--- src/rtl/keypad_entry.sv ---
// Keypad digit-entry front end: debounces scanner codes, builds a 4-digit entry and commits it on '#'.
// Optional auto-repeat of held digits is enabled by defining KEYPAD_ENTRY_AUTOREPEAT_EN.
module keypad_entry #(
    parameter int DEBOUNCE     = 3,
    parameter int REPEAT_DELAY = 8,
    parameter int REPEAT_RATE  = 4
) (
    input  logic        clk,
    input  logic        rst_n,
    input  logic        en,
    input  logic [3:0]  key,
    output logic [15:0] entry,
    output logic [3:0]  show_mask,
    output logic [2:0]  count,
    output logic [15:0] value,
    output logic        value_valid,
    input  logic        value_ready,
    output logic        err
);

    localparam logic [3:0] KEY_NONE = 4'hF;
    localparam logic [3:0] KEY_STAR = 4'hA;
    localparam logic [3:0] KEY_HASH = 4'hB;
    localparam logic [3:0] DEB_TGT  = 4'(DEBOUNCE);

    function automatic logic [3:0] mask_of(input logic [2:0] n);
        logic [3:0] m;
        case (n)
            3'd0:    m = 4'b0000;
            3'd1:    m = 4'b0001;
            3'd2:    m = 4'b0011;
            3'd3:    m = 4'b0111;
            default: m = 4'b1111;
        endcase
        return m;
    endfunction

    logic [3:0] cand_r, deb_cnt_r, stable_r;
    logic [3:0] key_s, cand_s, cnt_s, stable_s;
    logic       press_s, event_s;

    // Next-state of the debouncer; codes C..E fold into "none"
    always_comb begin
        key_s    = (key <= 4'hB) ? key : KEY_NONE;
        cand_s   = cand_r;
        cnt_s    = deb_cnt_r;
        stable_s = stable_r;
        if (en) begin
            if (key_s == cand_r) begin
                cnt_s = (deb_cnt_r == 4'hF) ? 4'hF : deb_cnt_r + 4'd1;
            end else begin
                cand_s = key_s;
                cnt_s  = 4'd1;
            end
            if (cnt_s >= DEB_TGT) begin
                stable_s = cand_s;
            end else begin
                stable_s = stable_r;
            end
        end else begin
            stable_s = stable_r;
        end
        press_s = en && (stable_s != stable_r) && (stable_s != KEY_NONE);
    end

    // Debouncer state, advanced only on strobes
    always_ff @(posedge clk or negedge rst_n) begin
        if (!rst_n) begin
            cand_r    <= KEY_NONE;
            deb_cnt_r <= 4'd0;
            stable_r  <= KEY_NONE;
        end else begin
            cand_r    <= cand_s;
            deb_cnt_r <= cnt_s;
            stable_r  <= stable_s;
        end
    end

`ifdef KEYPAD_ENTRY_AUTOREPEAT_EN
    logic [7:0] rep_cnt_r;
    logic       rep_first_r;
    logic [7:0] rep_inc_s;
    logic       rep_fire_s;

    // Repeat fires only while the same digit stays stable across strobes
    always_comb begin
        rep_inc_s  = rep_cnt_r + 8'd1;
        rep_fire_s = 1'b0;
        if (en && !press_s && (stable_s == stable_r) && (stable_r <= 4'h9)) begin
            if (rep_first_r) begin
                rep_fire_s = (rep_inc_s == 8'(REPEAT_DELAY));
            end else begin
                rep_fire_s = (rep_inc_s == 8'(REPEAT_RATE));
            end
        end else begin
            rep_fire_s = 1'b0;
        end
        event_s = press_s || rep_fire_s;
    end

    // Repeat timer: restarts on each press, frozen while en=0
    always_ff @(posedge clk or negedge rst_n) begin
        if (!rst_n) begin
            rep_cnt_r   <= 8'd0;
            rep_first_r <= 1'b0;
        end else if (press_s) begin
            rep_cnt_r   <= 8'd0;
            rep_first_r <= 1'b1;
        end else if (en) begin
            if ((stable_s != stable_r) || (stable_r > 4'h9) || rep_fire_s) begin
                rep_cnt_r   <= 8'd0;
                rep_first_r <= 1'b0;
            end else begin
                rep_cnt_r   <= rep_inc_s;
                rep_first_r <= rep_first_r;
            end
        end else begin
            rep_cnt_r   <= rep_cnt_r;
            rep_first_r <= rep_first_r;
        end
    end
`else
    localparam int unused_repeat_cfg = REPEAT_DELAY + REPEAT_RATE;

    // One event per press when auto-repeat is compiled out
    always_comb begin
        event_s = press_s;
    end
`endif

    // Entry editing, commit and consumer handshake (handshake runs every clk)
    always_ff @(posedge clk or negedge rst_n) begin
        if (!rst_n) begin
            entry       <= 16'h0000;
            count       <= 3'd0;
            show_mask   <= 4'b0000;
            value       <= 16'h0000;
            value_valid <= 1'b0;
            err         <= 1'b0;
        end else begin
            err <= 1'b0;
            if (value_valid && value_ready) begin
                value_valid <= 1'b0;
            end else begin
                value_valid <= value_valid;
            end
            if (event_s) begin
                if (stable_s <= 4'h9) begin
                    if (count != 3'd4) begin
                        entry     <= {entry[11:0], stable_s};
                        count     <= count + 3'd1;
                        show_mask <= mask_of(count + 3'd1);
                    end else begin
                        err <= 1'b1;
                    end
                end else if (stable_s == KEY_STAR) begin
                    if (count != 3'd0) begin
                        entry     <= {4'h0, entry[15:4]};
                        count     <= count - 3'd1;
                        show_mask <= mask_of(count - 3'd1);
                    end else begin
                        err <= 1'b1;
                    end
                end else if (stable_s == KEY_HASH) begin
                    // A pending value blocks commit even if it is being accepted this clk
                    if ((count != 3'd0) && !value_valid) begin
                        value       <= entry;
                        value_valid <= 1'b1;
                        entry       <= 16'h0000;
                        count       <= 3'd0;
                        show_mask   <= 4'b0000;
                    end else begin
                        err <= 1'b1;
                    end
                end else begin
                    err <= 1'b0;
                end
            end else begin
                entry <= entry;
            end
        end
    end

endmodule

--- config.mk ---
export PLATFORM = sky130hd
export DESIGN_NAME = keypad_entry
export DESIGN_NICKNAME = d
export VERILOG_FILES = /design/src/rtl/keypad_entry.sv
export SDC_FILE = /design/constraint.sdc
export NUM_CORES = 1
export LEC_CHECK = 0
export ABC_CLOCK_PERIOD_IN_PS = 4200
export CORE_MARGIN = 2
export CORE_UTILIZATION = 50
export DETAILED_ROUTE_END_ITERATION = 12
export PLACE_DENSITY = 0.74
export SYNTH_ARGS = -nofsm -noshare
export SYNTH_HDL_FRONTEND = slang
export SYNTH_SLANG_ARGS = --single-unit
--- constraint.sdc ---
create_clock -name clk -period 4.2 [get_ports clk]
set_input_delay 0.63 -clock clk [delete_from_list [all_inputs] [get_ports clk]]
set_output_delay 0.63 -clock clk [all_outputs]
set_load 0.005 [all_outputs]
==> results of run 1 <==
layout make-up:
cell class	instances	area (sq um)
clock buffer	6	72.6
clock inverter	2	35.0
fill	420	1990
inverter	15	56.3
multi-input combinational	171	1370
sequential	53	1340
tap	72	90.1
timing repair buffer	59	558
sequential cells by signal, indices dropped and copies added, names as in the netlist:
name / count
show_mask: 4
count: 3
stable_r: 4
entry: 16
value_valid: 1
err: 1
cand_r: 4
value: 16
deb_cnt_r: 4
critical path, cell delays in order:
cell	delay (ns)
clkdlybuf4s50_1	0.43
buf_4	0.19
and3_1	0.14
o211ai_1	0.25
a2111oi_4	0.12
and3_1	0.22
o31ai_4	0.70
o21a_1	0.19
a211o_1	0.12
buf_4	0.34
mux2_2	0.39
report_power, final:
group / switching, uW / internal (uW) / leakage, uW
registers: 87.7 / 593 / 0.000668
logic: 207 / 244 / 0.000884
clock network: 166 / 177 / 0.0000552
total: 461 / 1010 / 0.00161
layout by cell type, fill, tap and decap left out, types with 12 or more instances in the layout:
master	instances
nor2_1	18
nand2_1	12
a21oi_1	18
dfrtp_1	45
mux2_2	23
mux2_4	12
clkdlybuf4s50_1	47
inv_1	15
worst paths after layout:
kind | slack [ns] | endpoint | cells after the start | startpoint
min in group clk | 0.51 | cand_r[1] | 2 | cand_r[1]
worst min-delay path | 0.43 | deb_cnt_r[1] | 2 | rst_n
worst min register to register | 0.51 | cand_r[1] | 2 | cand_r[1]
worst max register to register | 0.96 | count[1] | 10 | cand_r[2]
max in group asynchronous | 3.32 | entry[14] | 2 | rst_n
worst max-delay path | 0.65 | show_mask[2] | 11 | key[2]
cell families (layout without fill, tap and decap cells):
family / count (synthesis) / in the layout / synth area share (%)
fa+ha+maj: 8 / 8 / 3.52
flops: 53 / 53 / 46.9
compound gates: 56 / 56 / 13.9
xor+xnor: 5 / 5 / 1.54
simple gates: 56 / 56 / 9.85
mux: 46 / 46 / 19.3
buf+inv: 27 / 82 / 4.92
per-stage QoR:
stage	util, %	power [uW]	cell area (sq um)
after global placement	61.9	1130	3410
after floorplan	-	949	2850
final	63.9	1480	3520
after detailed placement	61.9	1140	3410
after global routing	63.9	1580	3520
after CTS	63.9	1490	3520
routing by layer:
metal	vias up	GRT usage, %	share of wire, %	routed length (microns)
met5	-	0	0	0
met3	5	4.41	3.5	202
met4	0	5.69	0.78	45
li1	1010	-	-	-
met1	997	26.6	48	2800
met2	35	31.2	47	2750
synth_stat cells, types with 3 or more instances:
cell type	instances	share of area [%]
ha_1	8	3.5
o211ai_1	3	0.79
inv_1	15	2.0
nor2_1	18	2.4
nand3b_1	3	0.79
nor3_1	4	0.70
mux2i_1	11	3.9
buf_6	4	1.6
xnor2_1	3	0.92
buf_2	4	0.70
nand2_1	12	1.6
dfrtp_1	45	40
mux2_4	12	6.3
nand3_1	5	0.88
o21ai_0	11	1.9
dfstp_2	8	7.4
nand4_1	3	0.66
clkbuf_1	3	0.40
mux2_2	23	9.1
a21oi_1	18	3.2
a22o_1	9	2.8
==> flow_summary.html, run 1 <==
<table>
<tr><th>Metric</th><th>Value</th></tr>
<tr><th colspan="2">Synth</th></tr>
<tr><td>Number of enable flip-flop cells after synthesis</td><td>0</td></tr>
<tr><td>FF+latch count, synth</td><td>53</td></tr>
<tr><td>Mean instance size in the synthesized netlist</td><td>11.3 sq um</td></tr>
<tr><td>Cells after Synth</td><td>251</td></tr>
<tr><td>Yosys warns</td><td>0</td></tr>
<tr><td>Async set-reset flop share out of synthesis</td><td>100%</td></tr>
<tr><td>Sequential share of the synthesized area</td><td>46.9%</td></tr>
<tr><td>Post-synthesis cell area</td><td>2850 sq um</td></tr>
<tr><td>Number of distinct library cell variants in the gate-level netlist after synthesis</td><td>41</td></tr>
<tr><td>Nets in the synthesized netlist</td><td>267</td></tr>
<tr><td>Most instantiated flip-flop cell in the synthesis netlist</td><td>dfrtp_1</td></tr>
<tr><th colspan="2">Timing</th></tr>
<tr><td>Upper clock frequency limit</td><td>0.282 GHz</td></tr>
<tr><td>Endpoints failing setup</td><td>0</td></tr>
<tr><td>Final count of pins violating max slew</td><td>0</td></tr>
<tr><td>Final total negative setup slack</td><td>0 ns</td></tr>
<tr><td>Crit path time final</td><td>3.55 ns</td></tr>
<tr><td>Max transition margin</td><td>46.8%</td></tr>
<tr><td>Final Skew</td><td>0.00734 ns</td></tr>
<tr><td>Unrepaired setup endpoints after global routing</td><td>no</td></tr>
<tr><td>Least setup slack across all paths after layout</td><td>0.650 ns</td></tr>
<tr><td>Worst-Margin Slew</td><td>0.798 ns</td></tr>
<tr><td>Hold Worst Slack</td><td>0.428 ns</td></tr>
<tr><td>Final Hold Fails</td><td>0</td></tr>
<tr><td>Final clock period utilization by the worst path</td><td>84.5%</td></tr>
<tr><th colspan="2">CTS</th></tr>
<tr><td>Latest clock arrival within the worst-skew pair</td><td>0.30 ns</td></tr>
<tr><td>Clock transition at the registers of the reported paths</td><td>0.09 ns</td></tr>
<tr><td>Sinks on Clock Net</td><td>53</td></tr>
<tr><td>Htree depth</td><td>2</td></tr>
<tr><td>Total setup buffers inserted after CTS</td><td>0</td></tr>
<tr><td>Post-CTS sizing</td><td>0</td></tr>
<tr><td>Clock root buffer</td><td>clkbuf_8</td></tr>
<tr><td>Num CTS Buffers</td><td>5</td></tr>
<tr><td>Longest Clk Path Bufs</td><td>2</td></tr>
<tr><td>TritonCTS clock tree</td><td>done</td></tr>
<tr><td>Hold Buf Count CTS</td><td>0</td></tr>
<tr><th colspan="2">Floorplanning</th></tr>
<tr><td>Effective utilization at floorplan</td><td>51.7%</td></tr>
<tr><td>Die area</td><td>6310 sq um</td></tr>
<tr><td>Core area</td><td>5510 sq um</td></tr>
<tr><td>Row count</td><td>27</td></tr>
<tr><td>Number of primary I/O pins</td><td>49</td></tr>
<tr><td>Die extent in y</td><td>79.5 microns</td></tr>
<tr><td>Width of the die</td><td>79.5 microns</td></tr>
<tr><th colspan="2">Global route</th></tr>
<tr><td>Remaining global-route overflow</td><td>0</td></tr>
<tr><td>Via count of the first global-routing pass</td><td>2,044</td></tr>
<tr><td>Pin count of the biggest net entering global routing</td><td>54</td></tr>
<tr><td>Overall global routing resource usage</td><td>19.5%</td></tr>
<tr><td>Initial antenna violation count</td><td>0</td></tr>
<tr><td>Global-route wire length before repair</td><td>9.67 mm</td></tr>
<tr><th colspan="2">Worst setup path</th></tr>
<tr><td>Worst Setup Start Kind</td><td>input pin</td></tr>
<tr><td>Critical Path AT</td><td>3.74 ns</td></tr>
<tr><td>Req. time, crit path</td><td>4.39 ns</td></tr>
<tr><td>Worst setup EP type</td><td>flop</td></tr>
<tr><td>Setup CP Type</td><td>input pin to flop</td></tr>
<tr><td>Top fanout value on the critical path</td><td>23</td></tr>
<tr><th colspan="2">Run</th></tr>
<tr><td>Max Cap Viol</td><td>0</td></tr>
<tr><th colspan="2">Place</th></tr>
<tr><td>Setup slack at placement</td><td>0.324 ns</td></tr>
<tr><td>HPWL Detailed</td><td>3.96 mm</td></tr>
<tr><td>Routability Congestion</td><td>0.785</td></tr>
<tr><td>Cells after DPL</td><td>370</td></tr>
<tr><td>Number of I/O port buffers</td><td>48</td></tr>
<tr><th colspan="2">Cells and area</th></tr>
<tr><td>Ant diodes</td><td>0</td></tr>
<tr><td>Non-filler instance count after layout</td><td>378</td></tr>
<tr><td>Net count, final</td><td>321</td></tr>
<tr><td>Proportion of layout cells with a drive suffix above 1</td><td>21.2%</td></tr>
<tr><td>Layout Area Growth over Synthesis</td><td>23.6%</td></tr>
<tr><th colspan="2">Detailed routing</th></tr>
<tr><td>1st-iter DRT viols</td><td>149</td></tr>
<tr><td>Initial DRT Pass Iterations</td><td>4</td></tr>
<tr><td>Antenna-violating nets left</td><td>0</td></tr>
<tr><td>Count of vias placed by the detailed router</td><td>2,047</td></tr>
<tr><td>Mean routed wirelength per cell</td><td>15.4 microns</td></tr>
<tr><td>Final routed DRC violation total</td><td>0</td></tr>
<tr><td>Detailed-route vias per instance</td><td>5.42</td></tr>
<tr><td>Sum of routed wire length over all layers</td><td>5.81 mm</td></tr>
<tr><th colspan="2">Worst hold path</th></tr>
<tr><td>Min-delay worst type</td><td>input pin to asynchronous set/reset pin</td></tr>
<tr><th colspan="2">Pwr</th></tr>
<tr><td>Power per unit of standard cell area</td><td>419 nW/um^2</td></tr>
<tr><td>Leak Pwr</td><td>0.00161 uW</td></tr>
<tr><td>Maximum vdd drop</td><td>0.253 mV</td></tr>
<tr><th colspan="2">Status</th></tr>
<tr><td>Outcome</td><td>complete, no violations</td></tr>
</table>
No activity file was read; power rests on OpenSTA's default activity.
==> inputs of run 2 (changes only) <==
- ABC_CLOCK_PERIOD_IN_PS: 4200 -> 2940
- CORE_UTILIZATION: 50 -> 48
- clock period: 4.2 -> 2.94 ns (I/O delays scaled with it)
==> run 2 against run 1 <==
  * First-iteration DRC count shrank 26%
  * Combinational power increased by 55%
  * Global-route usage rose by 0.37 points
  * Final cell count increased by 5.8%
  * Non-clock buffer count rose by 19
  * Clock power rose by 47%
  * Sequential power up 42%
==> flow_summary.html, run 2 (synthesis gave the netlist of run 1 again) <==
<table>
<tr><th>Metric</th><th>Value</th></tr>
<tr><th colspan="2">Status</th></tr>
<tr><td>Outcome</td><td>complete, no violations</td></tr>
<tr><th colspan="2">Worst setup path</th></tr>
<tr><td>Launch point of the critical path</td><td>cand_r[2]</td></tr>
<tr><td>Top fanout value on the critical path</td><td>10</td></tr>
<tr><td>CP top delay family</td><td>compound AO/OA/AOI/OAI gates</td></tr>
<tr><td>Cells along the critical path</td><td>xor2_1 -&gt; or3_4 -&gt; a2111oi_4 -&gt; and3_4 -&gt; buf_12 -&gt; mux2i_4 -&gt; a21oi_2 -&gt; a211o_1 -&gt; buf_6 -&gt; mux2_4</td></tr>
<tr><td>Worst path bufs/invs</td><td>2</td></tr>
<tr><td>Worst Setup Start Kind</td><td>flop</td></tr>
<tr><td>RR Endpoint</td><td>count[1]</td></tr>
<tr><td>Worst setup EP type</td><td>flop</td></tr>
<tr><td>Setup CP Type</td><td>flop to flop</td></tr>
<tr><td>Crit-path slowest cell</td><td>dfstp_2</td></tr>
<tr><td>Worst R2R Setup Slack</td><td>0.07 ns</td></tr>
<tr><td>Crit Reg-Reg Startpoint</td><td>cand_r[2]</td></tr>
<tr><td>Critical Path AT</td><td>3.07 ns</td></tr>
<tr><td>Biggest cell delay along the critical path</td><td>0.57 ns</td></tr>
<tr><td>Cells on worst reg2reg path</td><td>10</td></tr>
<tr><td>Req. time, crit path</td><td>3.14 ns</td></tr>
<tr><th colspan="2">Place</th></tr>
<tr><td>Placement-stage cell area</td><td>3570 sq um</td></tr>
<tr><td>Setup slack at placement</td><td>-0.585 ns</td></tr>
<tr><td>HPWL Detailed</td><td>4.30 mm</td></tr>
<tr><td>Routability Congestion</td><td>0.815</td></tr>
<tr><td>Number of I/O port buffers</td><td>48</td></tr>
<tr><th colspan="2">CTS</th></tr>
<tr><td>Longest Clk Path Bufs</td><td>2</td></tr>
<tr><td>Sinks on Clock Net</td><td>53</td></tr>
<tr><td>TritonCTS clock tree</td><td>done</td></tr>
<tr><td>Num CTS Buffers</td><td>5</td></tr>
<tr><td>Latest clock arrival within the worst-skew pair</td><td>0.31 ns</td></tr>
<tr><td>Clock transition at the registers of the reported paths</td><td>0.10 ns</td></tr>
<tr><td>Htree depth</td><td>2</td></tr>
<tr><td>Hold Buf Count CTS</td><td>0</td></tr>
<tr><td>Clock root buffer</td><td>clkbuf_8</td></tr>
<tr><th colspan="2">Pwr</th></tr>
<tr><td>Power Internal</td><td>1490 uW</td></tr>
<tr><td>Clock network power share</td><td>23.1%</td></tr>
<tr><td>Leak Pwr</td><td>0.00172 uW</td></tr>
<tr><td>Maximum vdd drop</td><td>0.458 mV</td></tr>
<tr><td>P_sw</td><td>687 uW</td></tr>
<tr><td>Power per unit of standard cell area</td><td>580 nW/um^2</td></tr>
<tr><td>Sequential cell fraction of total power</td><td>44.6%</td></tr>
<tr><td>Logic gate share of total power</td><td>32.2%</td></tr>
<tr><td>Switching power share of the total</td><td>31.6%</td></tr>
<tr><th colspan="2">Timing</th></tr>
<tr><td>Unrepaired setup endpoints after global routing</td><td>yes</td></tr>
<tr><td>Worst-Margin Slew</td><td>0.531 ns</td></tr>
<tr><td>Final total negative setup slack</td><td>0 ns</td></tr>
<tr><td>Max transition margin</td><td>64.6%</td></tr>
<tr><td>Upper clock frequency limit</td><td>0.349 GHz</td></tr>
<tr><td>Final clock period utilization by the worst path</td><td>97.5%</td></tr>
<tr><td>Final Hold Fails</td><td>0</td></tr>
<tr><td>Final Skew</td><td>0.00752 ns</td></tr>
<tr><td>Final count of pins violating max slew</td><td>0</td></tr>
<tr><td>Crit path time final</td><td>2.87 ns</td></tr>
<tr><td>Endpoints failing setup</td><td>0</td></tr>
<tr><td>Least setup slack across all paths after layout</td><td>0.0726 ns</td></tr>
<tr><th colspan="2">Detailed routing</th></tr>
<tr><td>Mean routed wirelength per cell</td><td>15.6 microns</td></tr>
<tr><td>Antenna-violating nets left</td><td>0</td></tr>
<tr><td>Detailed-route vias per instance</td><td>5.50</td></tr>
<tr><td>Final routed DRC violation total</td><td>0</td></tr>
<tr><td>Count of vias placed by the detailed router</td><td>2,199</td></tr>
<tr><td>Sum of routed wire length over all layers</td><td>6.23 mm</td></tr>
<tr><td>1st-iter DRT viols</td><td>111</td></tr>
<tr><td>Initial DRT Pass Iterations</td><td>4</td></tr>
<tr><th colspan="2">Cells and area</th></tr>
<tr><td>Ant diodes</td><td>0</td></tr>
<tr><td>Proportion of layout cells with a drive suffix above 1</td><td>28.6%</td></tr>
<tr><td>Finished Core Util</td><td>64.5%</td></tr>
<tr><td>Fin area</td><td>3750 sq um</td></tr>
<tr><td>Layout Area Growth over Synthesis</td><td>31.7%</td></tr>
<tr><td>Net count, final</td><td>340</td></tr>
<tr><td>Leading registers by flop count</td><td>entry: 16 flops, value: 16 flops</td></tr>
<tr><td>Top library cells by usage in the layout, fill and taps aside</td><td>45 x dfrtp_1, 45 x clkdlybuf4s50_1, 26 x buf_4</td></tr>
<tr><th colspan="2">Global route</th></tr>
<tr><td>Initial antenna violation count</td><td>0</td></tr>
<tr><td>Global-route wire length before repair</td><td>10.1 mm</td></tr>
<tr><td>Via count of the first global-routing pass</td><td>2,131</td></tr>
<tr><td>Pin count of the biggest net entering global routing</td><td>43</td></tr>
<tr><td>Remaining global-route overflow</td><td>0</td></tr>
<tr><td>Overall global routing resource usage</td><td>19.9%</td></tr>
<tr><th colspan="2">Floorplanning</th></tr>
<tr><td>Number of primary I/O pins</td><td>49</td></tr>
<tr><td>Die extent in y</td><td>81.0 microns</td></tr>
<tr><td>Core area</td><td>5820 sq um</td></tr>
<tr><td>Effective utilization at floorplan</td><td>48.9%</td></tr>
<tr><td>Width of the die</td><td>81.0 microns</td></tr>
<tr><td>Row count</td><td>28</td></tr>
<tr><td>Die area</td><td>6560 sq um</td></tr>
<tr><th colspan="2">Run</th></tr>
<tr><td>Max Cap Viol</td><td>0</td></tr>
<tr><th colspan="2">Worst hold path</th></tr>
<tr><td>Min-delay worst type</td><td>input pin to asynchronous set/reset pin</td></tr>
</table>
[run 2: cell type report]
class                           count  area, sq um
Clock buffer                        5         68.8
Clock inverter                      3         43.8
Fill cell                         482         2070
Inverter                           15         56.3
Multi-Input combinational cell    171         1420
Sequential cell                    53         1340
Tap cell                           75         93.8
Timing Repair Buffer               78          731
[run 2: worst max-delay path by stage]
stage / to / cells after the start
after floorplan: entry[0] / 11
after CTS: count[1] / 10
final: count[1] / 10
after detailed placement: entry[3] / 12
after global routing: value[6] / 11
after global placement: entry[0] / 12
[run 2: per-layer routing]
layer	vias up	GRT usage, %	wire length, microns
li1	1043	-	-
met1	1088	27.4	2810
met2	56	30.7	2980
met3	12	4.89	309
met4	0	6.78	132
met5	-	0	0
[run 2: timing repair]
item,in CTS,in global routing
endpoints found under the hold margin,0,0
pin swaps,0,1
setup endpoints to repair,39,18
buffers inserted,0,3
resized for setup,5,7
[run 2: per-stage QoR]
stage,std cells,hold WS [ns],total power [uW]
after floorplan,251,0.145,1360
after global placement,389,0.338,1650
after detailed placement,389,0.343,1670
after CTS,397,0.00387,2190
after global routing,400,0.00461,2320
final,400,0.00124,2170
[run 2: power groups by stage]
| stage | combinational [uW] | sequential [uW] | clock (uW) |
|---|---|---|---|
| floorplan | 401 | 959 | 0 |
| global placement | 669 | 978 | 0 |
| detailed placement | 690 | 981 | 0 |
| CTS | 698 | 971 | 521 |
| global route | 782 | 987 | 554 |
| finish | 700 | 970 | 503 |
[run 2: worst reg2reg max path, delay by kind of cell (launching register included)]
kind / cells / cell delay [ns]
AO/OA/AOI/OAI: 3 / 0.68
multiplexers: 2 / 0.56
AND/OR/NAND/NOR: 2 / 0.58
flip-flops: 1 / 0.57
buffers and inverters: 2 / 0.31
XOR/XNOR: 1 / 0.07
==> inputs of run 3 (changes only) <==
--- a/config.mk
+++ b/config.mk
@@ -9,5 +9,6 @@
 export CORE_MARGIN = 2
-export CORE_UTILIZATION = 48
+export CORE_UTILIZATION = 40
 export DETAILED_ROUTE_END_ITERATION = 12
-export PLACE_DENSITY = 0.74
+export GPL_ROUTABILITY_DRIVEN = 0
+export PLACE_DENSITY = 0.64
 export SYNTH_ARGS = -nofsm -noshare
==> constraint.sdc (replaced) <==
create_clock -name clk -period 2.94 [get_ports clk]
set_input_delay 0.882 -clock clk [delete_from_list [all_inputs] [get_ports clk]]
set_output_delay 0.882 -clock clk [all_outputs]
set_load 0.005 [all_outputs]
==> run 3 against run 2 <==
  * The flow now finishes with violations (negative setup slack)
  * Clock power fell by 14%
  * Register-to-register slack got worse by 0.13 ns
  * Final cell count rose by 8.0%
  * Non-clock buffer count is 11 higher
  * Clock skew shrank 0.0012 ns
  * Sequential power about the same
  * Critical path type is now input pin to flop
==> flow_summary.html, run 3 (synthesis gave the netlist of run 1 again) <==
<table>
<tr><th>Metric</th><th>Value</th></tr>
<tr><th colspan="2">Place</th></tr>
<tr><td>Cells after DPL</td><td>414</td></tr>
<tr><td>HPWL Detailed</td><td>4.14 mm</td></tr>
<tr><td>Setup slack at placement</td><td>-0.914 ns</td></tr>
<tr><td>Placement-stage cell area</td><td>3640 sq um</td></tr>
<tr><td>Number of I/O port buffers</td><td>48</td></tr>
<tr><th colspan="2">Floorplanning</th></tr>
<tr><td>Number of primary I/O pins</td><td>49</td></tr>
<tr><td>Effective utilization at floorplan</td><td>41.7%</td></tr>
<tr><td>Width of the die</td><td>88.4 microns</td></tr>
<tr><td>Row count</td><td>30</td></tr>
<tr><td>Die extent in y</td><td>88.4 microns</td></tr>
<tr><td>Core area</td><td>6830 sq um</td></tr>
<tr><td>Die area</td><td>7810 sq um</td></tr>
<tr><th colspan="2">Timing</th></tr>
<tr><td>Crit path time final</td><td>3.11 ns</td></tr>
<tr><td>Unrepaired setup endpoints after global routing</td><td>yes</td></tr>
<tr><td>Final clock period utilization by the worst path</td><td>106%</td></tr>
<tr><td>Worst-Margin Slew</td><td>0.672 ns</td></tr>
<tr><td>Endpoints failing setup</td><td>22</td></tr>
<tr><td>Max transition margin</td><td>55.2%</td></tr>
<tr><td>Upper clock frequency limit</td><td>0.322 GHz</td></tr>
<tr><td>Final Hold Fails</td><td>0</td></tr>
<tr><td>Final Skew</td><td>0.00633 ns</td></tr>
<tr><td>Least setup slack across all paths after layout</td><td>-0.166 ns</td></tr>
<tr><td>Final count of pins violating max slew</td><td>0</td></tr>
<tr><th colspan="2">Cells and area</th></tr>
<tr><td>Fill count</td><td>600</td></tr>
<tr><td>Finished Core Util</td><td>58.1%</td></tr>
<tr><td>Net count, final</td><td>351</td></tr>
<tr><td>Area used by multi-input combinational logic</td><td>1470 sq um</td></tr>
<tr><td>Non-filler instance count after layout</td><td>432</td></tr>
<tr><td>Ant diodes</td><td>0</td></tr>
<tr><td>Layout Area Growth over Synthesis</td><td>39.4%</td></tr>
<tr><td>Commonest non-fill, non-tap cell in the layout</td><td>dfrtp_1</td></tr>
<tr><td>Reg area</td><td>1340 sq um</td></tr>
<tr><td>Proportion of layout cells with a drive suffix above 1</td><td>33.9%</td></tr>
<tr><td>Top library cells by usage in the layout, fill and taps aside</td><td>45 x dfrtp_1, 43 x clkdlybuf4s50_1, 29 x buf_4</td></tr>
<tr><td>Fin area</td><td>3970 sq um</td></tr>
<tr><td>Leading registers by flop count</td><td>entry: 16 flops, value: 16 flops</td></tr>
<tr><th colspan="2">Pwr</th></tr>
<tr><td>Overall power</td><td>2140 uW</td></tr>
<tr><td>Power per unit of standard cell area</td><td>540 nW/um^2</td></tr>
<tr><td>Leak Pwr</td><td>0.00182 uW</td></tr>
<tr><td>Maximum vdd drop</td><td>0.476 mV</td></tr>
<tr><th colspan="2">Worst setup path</th></tr>
<tr><td>Worst Setup Start Kind</td><td>input pin</td></tr>
<tr><td>Worst setup EP type</td><td>flop</td></tr>
<tr><td>Launch point of the critical path</td><td>key[2]</td></tr>
<tr><td>Top fanout value on the critical path</td><td>10</td></tr>
<tr><td>Setup CP Type</td><td>input pin to flop</td></tr>
<tr><td>Crit-path slowest cell</td><td>a211o_4</td></tr>
<tr><td>Crit Reg-Reg Startpoint</td><td>cand_r[2]</td></tr>
<tr><td>Cells along the critical path</td><td>buf_8 -&gt; xor2_2 -&gt; or3_4 -&gt; a2111oi_4 -&gt; and3_4 -&gt; buf_6 -&gt; mux2i_4 -&gt; nand2_2 -&gt; a211o_4 -&gt; buf_16 -&gt; mux2_4</td></tr>
<tr><td>Critical Path AT</td><td>3.31 ns</td></tr>
<tr><td>Biggest cell delay along the critical path</td><td>0.40 ns</td></tr>
<tr><td>Req. time, crit path</td><td>3.15 ns</td></tr>
<tr><th colspan="2">Global route</th></tr>
<tr><td>Global-route wire length before repair</td><td>10.8 mm</td></tr>
<tr><td>Pin count of the biggest net entering global routing</td><td>54</td></tr>
<tr><td>Remaining global-route overflow</td><td>0</td></tr>
<tr><td>Via count of the first global-routing pass</td><td>2,238</td></tr>
<tr><td>Overall global routing resource usage</td><td>17.7%</td></tr>
<tr><td>Initial antenna violation count</td><td>0</td></tr>
<tr><th colspan="2">Worst hold path</th></tr>
<tr><td>Min-delay worst type</td><td>flop to flop</td></tr>
<tr><td>Startpoint of the lowest-slack hold path</td><td>value[3]</td></tr>
<tr><th colspan="2">CTS</th></tr>
<tr><td>Sinks on Clock Net</td><td>53</td></tr>
<tr><td>Htree depth</td><td>2</td></tr>
<tr><td>Num CTS Buffers</td><td>5</td></tr>
<tr><td>Longest Clk Path Bufs</td><td>2</td></tr>
<tr><td>Latest clock arrival within the worst-skew pair</td><td>0.32 ns</td></tr>
<tr><td>Clock root buffer</td><td>clkbuf_8</td></tr>
<tr><td>Clock transition at the registers of the reported paths</td><td>0.10 ns</td></tr>
<tr><td>TritonCTS clock tree</td><td>done</td></tr>
<tr><th colspan="2">Detailed routing</th></tr>
<tr><td>Initial DRT Pass Iterations</td><td>4</td></tr>
<tr><td>Uppermost layer routed</td><td>met4</td></tr>
<tr><td>Detailed-route vias per instance</td><td>5.05</td></tr>
<tr><td>Final routed DRC violation total</td><td>0</td></tr>
<tr><td>Count of vias placed by the detailed router</td><td>2,183</td></tr>
<tr><td>Routed met1 length</td><td>3.09 mm</td></tr>
<tr><td>Sum of routed wire length over all layers</td><td>6.41 mm</td></tr>
<tr><td>Routed met3 length</td><td>193 microns</td></tr>
<tr><td>Mean routed wirelength per cell</td><td>14.8 microns</td></tr>
<tr><td>1st-iter DRT viols</td><td>108</td></tr>
<tr><td>Antenna-violating nets left</td><td>0</td></tr>
<tr><td>Routed wire length on met2</td><td>3.04 mm</td></tr>
<tr><th colspan="2">Status</th></tr>
<tr><td>Outcome</td><td>finished with violations</td></tr>
<tr><td>Violations in the final reports</td><td>negative setup slack</td></tr>
<tr><th colspan="2">Run</th></tr>
<tr><td>Max Cap Viol</td><td>0</td></tr>
</table>
==> run 3: layout make-up <==
class                           count  area share [%]
Clock buffer                        5            1.73
Inverter                           15            1.42
Sequential cell                    53            33.7
Multi-Input combinational cell    171            37.0
Timing Repair Buffer               89            22.6
Clock inverter                      3           0.536
Tap cell                           96            3.03
==> run 3: path summary, 6_finish.rpt <==
check / to / slack, ns / depth (start not counted)
worst min register to register: value[3] / 0.51 / 1
worst min-delay path: value[3] / 0.51 / 1
max in group asynchronous: entry[14] / 1.82 / 2
worst max-delay path: entry[10] / -0.17 / 11
worst max register to register: entry[10] / -0.06 / 10
min in group asynchronous: deb_cnt_r[3] / 0.68 / 2
==> run 3: where the power goes <==
group	leakage, uW	internal, uW	switching [uW]
combinational	0.00111	416	322
clock	0.0000445	170	264
sequential	0.000668	847	125
total	0.00182	1430	711
==> run 3: per-layer routing <==
layer	GRT usage, %	up-vias
met2	28.3	39
met5	0	-
met3	2.99	8
met1	24.8	1069
met4	5.37	0
li1	-	1067
==> run 3: stage by stage <==
stage / hold WS [ns] / setup TNS [ns]
floorplan: 0.474 / -10.72
global placement: 0.488 / -33.92
detailed placement: 0.493 / -34.81
CTS: 0.521 / -6.25
global route: 0.534 / -6.64
finish: 0.514 / -2.82
==> run 3: timing repair <==
item	CTS	global route
gates resized for setup	27	9
setup buffers	4	4
hold buffers	0	0
cloned	2	0
pin swaps	4	7
endpoints found under the setup margin	42	40
==> run 3: critical path, delay by kind of cell <==
| kind | cells | cell delay (ns) |
|---|---|---|
| XOR/XNOR | 1 | 0.13 |
| AND/OR/NAND/NOR | 3 | 0.67 |
| buffers and inverters | 3 | 0.39 |
| AO/OA/AOI/OAI | 2 | 0.71 |
| multiplexers | 2 | 0.52 |
